--- src/rtl/serial_sub_4.sv ---
// serial_sub_4 -- bit-serial subtractor, Diff = A - B - Bin (mod 2^WIDTH),
// one bit per clock, LSB first, with a Start/Busy/Done handshake.
//
// Parameters:
//   WIDTH  operand/result width in bits (>= 2), default 4
//
// Ports:
//   Clk    in   rising-edge clock
//   Rst_n  in   asynchronous active-low reset
//   Start  in   request; sampled only in IDLE
//   A      in   minuend, captured on accepted Start
//   B      in   subtrahend, captured on accepted Start
//   Bin    in   borrow-in, captured on accepted Start
//   Busy   out  high while the bits are being processed (RUN)
//   Done   out  one-cycle pulse; Diff/Bout (and Ovf) valid
//   Ovf    out  signed overflow of A - B - Bin (only with SERIAL_SUB_OVF_EN)
//   Diff   out  registered result, held until the next completion
//   Bout   out  registered borrow-out, 1 when A < B + Bin (unsigned)
//
// Optional feature macro: SERIAL_SUB_OVF_EN adds the Ovf output.

module serial_sub_4 #(
  parameter int WIDTH = 4
) (
  input  logic             Clk,
  input  logic             Rst_n,
  input  logic             Start,
  input  logic [WIDTH-1:0] A,
  input  logic [WIDTH-1:0] B,
  input  logic             Bin,
  output logic             Busy,
  output logic             Done,
`ifdef SERIAL_SUB_OVF_EN
  output logic             Ovf,
`endif
  output logic [WIDTH-1:0] Diff,
  output logic             Bout
);

  localparam int CW = $clog2(WIDTH);

  typedef enum logic [1:0] {
    IDLE = 2'd0,
    RUN  = 2'd1,
    DONE = 2'd2
  } state_t;

  state_t           state;
  logic [WIDTH-1:0] a_sh;
  logic [WIDTH-1:0] b_sh;
  logic             br;
  logic [CW-1:0]    cnt;
  // Only WIDTH-1 result bits need storing; the final bit goes straight
  // into Diff together with the accumulated ones.
  logic [WIDTH-2:0] res;

  logic             d_bit;
  logic             br_nxt;
  logic [WIDTH-1:0] full;

  always_comb begin
    d_bit  = a_sh[0] ^ b_sh[0] ^ br;
    br_nxt = (~a_sh[0] & b_sh[0]) | (~(a_sh[0] ^ b_sh[0]) & br);
    full   = {d_bit, res};
  end

  always_ff @(posedge Clk or negedge Rst_n) begin
    if (!Rst_n) begin
      state <= IDLE;
      Busy  <= 1'b0;
      Done  <= 1'b0;
      Diff  <= '0;
      Bout  <= 1'b0;
`ifdef SERIAL_SUB_OVF_EN
      Ovf   <= 1'b0;
`endif
      a_sh  <= '0;
      b_sh  <= '0;
      br    <= 1'b0;
      cnt   <= '0;
      res   <= '0;
    end else begin
      case (state)
        IDLE: begin
          Done <= 1'b0;
          if (Start) begin
            a_sh  <= A;
            b_sh  <= B;
            br    <= Bin;
            cnt   <= '0;
            Busy  <= 1'b1;
            state <= RUN;
          end
        end
        RUN: begin
          a_sh <= a_sh >> 1;
          b_sh <= b_sh >> 1;
          br   <= br_nxt;
          res  <= full[WIDTH-1:1];
          if (cnt == CW'(WIDTH - 1)) begin
            Diff  <= full;
            Bout  <= br_nxt;
`ifdef SERIAL_SUB_OVF_EN
            // br is the borrow into the MSB while bit WIDTH-1 is processed
            Ovf   <= br ^ br_nxt;
`endif
            cnt   <= '0;
            Busy  <= 1'b0;
            Done  <= 1'b1;
            state <= DONE;
          end else begin
            cnt <= cnt + CW'(1);
          end
        end
        DONE: begin
          Done  <= 1'b0;
          state <= IDLE;
        end
        default: begin
          Busy  <= 1'b0;
          Done  <= 1'b0;
          state <= IDLE;
        end
      endcase
    end
  end

endmodule

--- config.mk ---
export PLATFORM = sky130hd
export DESIGN_NAME = serial_sub_4
export DESIGN_NICKNAME = d
export VERILOG_FILES = /design/src/rtl/serial_sub_4.sv
export SDC_FILE = /design/constraint.sdc
export NUM_CORES = 1
export LEC_CHECK = 0
export BUFFER_PORTS_ARGS = -buffer_cell sky130_fd_sc_hd__clkbuf_2
export CAP_MARGIN = 15
export CORE_ASPECT_RATIO = 1.2
export CORE_UTILIZATION = 55
export CTS_CLUSTER_DIAMETER = 50
export CTS_CLUSTER_SIZE = 14
export DETAILED_ROUTE_END_ITERATION = 6
export PLACE_DENSITY = 0.79
export SLEW_MARGIN = 10
export SYNTH_ARGS = -nofsm -noshare
export SYNTH_HDL_FRONTEND = slang
export SYNTH_SLANG_ARGS = --single-unit
--- constraint.sdc ---
create_clock -name Clk -period 2.1 [get_ports Clk]
set_input_delay 0 -clock Clk [delete_from_list [all_inputs] [get_ports Clk]]
set_output_delay 0 -clock Clk [all_outputs]
set_load 0.01 [all_outputs]
==> metrics.md <==
| Metric | Value |
|---|---|
| Pwr Density | about 1400 nW/um^2 |
| All-layer global routing usage | 21.7% |
| Ratio of cells with drive above 1 in the final layout | 26.8% |
| Hold Slack | approximately 0.07 ns |
| DR WL/cell | 13.7 um |
| Placed cell count | 128 |
| Design area | 1250 um^2 |
| Nets@finish | roughly 140 |
| Max Clock Freq | around 0.74 GHz |
| DRC | 0 |
| Pwr Total | 1.75 mW |
| Post-CTS Setup Bufs | 0 |
| Io pins | 19 |
| Mapped Cells | 96 |
| First-pass GRT wire length | 3.42 mm |
| Post-DP HPWL | 1.24 mm |
| Reg clk slew, reported paths | between 0.1 and 0.15 ns |
| First-iteration detailed-routing DRC count | 19 |
| Total gr overflow | 0 |
| Row count | 16 |
| Status | completed |
| YS warnings | 0 |
| Slew Viols, Final | 0 |
| Initial antenna violation count | 0 |
| Post-Layout Cell Count | between 100 and 150 |
| Synth Area in Compound Gates | 17.3% |
| Synthesized area | 1050 um^2 |
| H-tree lvl count | 1 |
| Max-cap check violation count | 0 |
| Setup Crit Path Kind | reg -> reg |
| Worst endpoint required time | 2.29 ns |
| Critical path peak fanout | 13 |
| Gpl congestion | 0.763 |
| Full die area | ~2100 um^2 |
| PostCTS Resize Cnt | 0 |
| Yosys reg bits | 23 |
| Max VDD drop | 0.893 mV |
| Final hold vios | 0 |
| Starting Density | 61.8% |
| Worst min path class | in -> reg |
| Fin Clk Skew | around 0.0052 ns |
| Pleak | about 0.63 nW |
| Vias in the first global route | 734 |
| Setup ws final | 0.745 ns |
| # hold bufs at CTS | 9 |
| # clock sinks | 23 |
| Final setup viols | 0 |
| Crit share post-route | 64.5% |
| DR vias/cell | 5.70 |
| Synth Area in Simple Gates | 14.2% |
| Die Wd | 41.9 um |
| Synth unique cells | 22 |
| Post-Synth Adder-Cell Area | under 10% |
| Max_slew headroom | 62.8% |
| Antenna viol nets, final | 0 |
| Dpl cell area | 1130 um^2 |
| Clock Path Buffers | 2 |
| Worst Setup End Kind | flip-flop |
| Largest family of logic cells by synthesized area | compound AO/OA/AOI/OAI gates |
| Syn_area_per_cell | 10.9 um^2 |
| DRT Wirelength | around 1.9 mm |
| Clk Latency, worst-skew pair | 0.32 ns |
| Die height | 49.9 um |
| CP arrival | 1.55 ns |
| Drt pass-1 iters | 4 |
| # diodes | 0 |
| RSZ-0062 raised after global routing | false |
| Mux share of post-synthesis cell area | 5.71% |
| CTS buffer count | 3 |
| Via total after detailed routing | 804 |
| Sequential-to-total area share from yosys stat | 54.8% |
| Largest net degree at the start of global routing | 24 |
| Port bufs | 18 |
| Commonest non-fill, non-tap cell in the layout | dfrtp_1 |
| Most frequent cells in the layout | 23 x dfrtp_1, 18 x clkbuf_2, 16 x nand2_1 |
| Min cycle time layout | roughly 1.4 ns |
| Synthesized Nets | 110 |
| Post-synthesis xor/xnor area fraction | 0% |
| Area grow syn2layout | 18.6% |
| Setup tns final | 0 ns |
| Worst-Margin Slew | 0.559 ns |
| TritonCTS clock tree | built |
| Clk root buf | clkbuf_4 |
| Core area | ~1700 um^2 |
| Final core occ | between 70% and 80% |
| Startpoint types | flip-flop |
| Place WS | 0.774 ns |
cell usage after synthesis, drive strengths merged:
| master | count | area, um^2 |
|---|---|---|
| a21oi | 7 | 35.0 |
| a221oi | 1 | 15.0 |
| and2b | 1 | 8.76 |
| buf | 4 | 33.8 |
| dfrtp | 23 | 576 |
| fa | 1 | 20.0 |
| ha | 1 | 12.5 |
| inv | 5 | 18.8 |
| mux2 | 4 | 60.1 |
| nand2 | 16 | 60.1 |
| nand2b | 2 | 17.5 |
| nand3b | 1 | 20.0 |
| nor2 | 5 | 18.8 |
| nor2b | 2 | 17.5 |
| o21ai | 8 | 40.0 |
| o22ai | 12 | 75.1 |
| o31ai | 1 | 7.51 |
| o32ai | 1 | 8.76 |
| or2 | 1 | 6.26 |
layout make-up:
cell class	instances	area, um^2
inverters	5	18.8
well taps	18	22.5
flip-flops and latches	23	576
fillers	117	455
multi-input cells	64	423
repair buffers	27	180
clock buffers	4	26.3
worst max-delay path, stage by stage (launching register included):
cell	delay (ns)
dfrtp_1	0.56
nand2b_2	0.32
o32ai_1	0.29
a221oi_2	0.05
layer usage:
layer | share of wire [%] | routed length [um] | track usage [%] | vias up
met2 | 47 | 910 | 35.7 | 26
met3 | 4.2 | 81 | 4.76 | 5
met1 | 46 | 885 | 27.0 | 384
met4 | 2.6 | 51 | 10.2 | 0
met5 | 0 | 0 | 0 | -
li1 | - | - | - | 389
power by group:
group / total, mW / leakage, nW / internal (mW) / switching [mW]
clock: 0.207 / 0.0150 / 0.0744 / 0.133
sequential: 0.819 / 0.280 / 0.648 / 0.172
combinational: 0.719 / 0.331 / 0.348 / 0.371
cell families (layout without fill, tap and decap cells):
logic type | Yosys count | in the layout
buf+inv | 9 | 36
flops | 23 | 23
mux | 4 | 4
simple gates | 28 | 28
compound gates | 30 | 30
fa+ha+maj | 2 | 2
flip-flops by register name, indices dropped and copies added (netlist names), 2 cells and up:
name	cells
b_sh	4
state	2
a_sh	4
cnt	2
Diff	4
res	3
worst paths after layout:
| check | from | endpoint | slack, ns | depth (start not counted) |
|---|---|---|---|---|
| setup / recovery | state[1] | br | 0.75 | 3 |
| setup reg to reg | state[1] | br | 0.75 | 3 |
| max in group asynchronous | Rst_n | Diff[3] | 1.55 | 2 |
| min in group asynchronous | Rst_n | res[0] | 0.18 | 2 |
| hold reg to reg | res[0] | res[0] | 0.50 | 2 |
| hold / removal | Bin | br | 0.07 | 3 |
(Power assumes the default switching activity.)
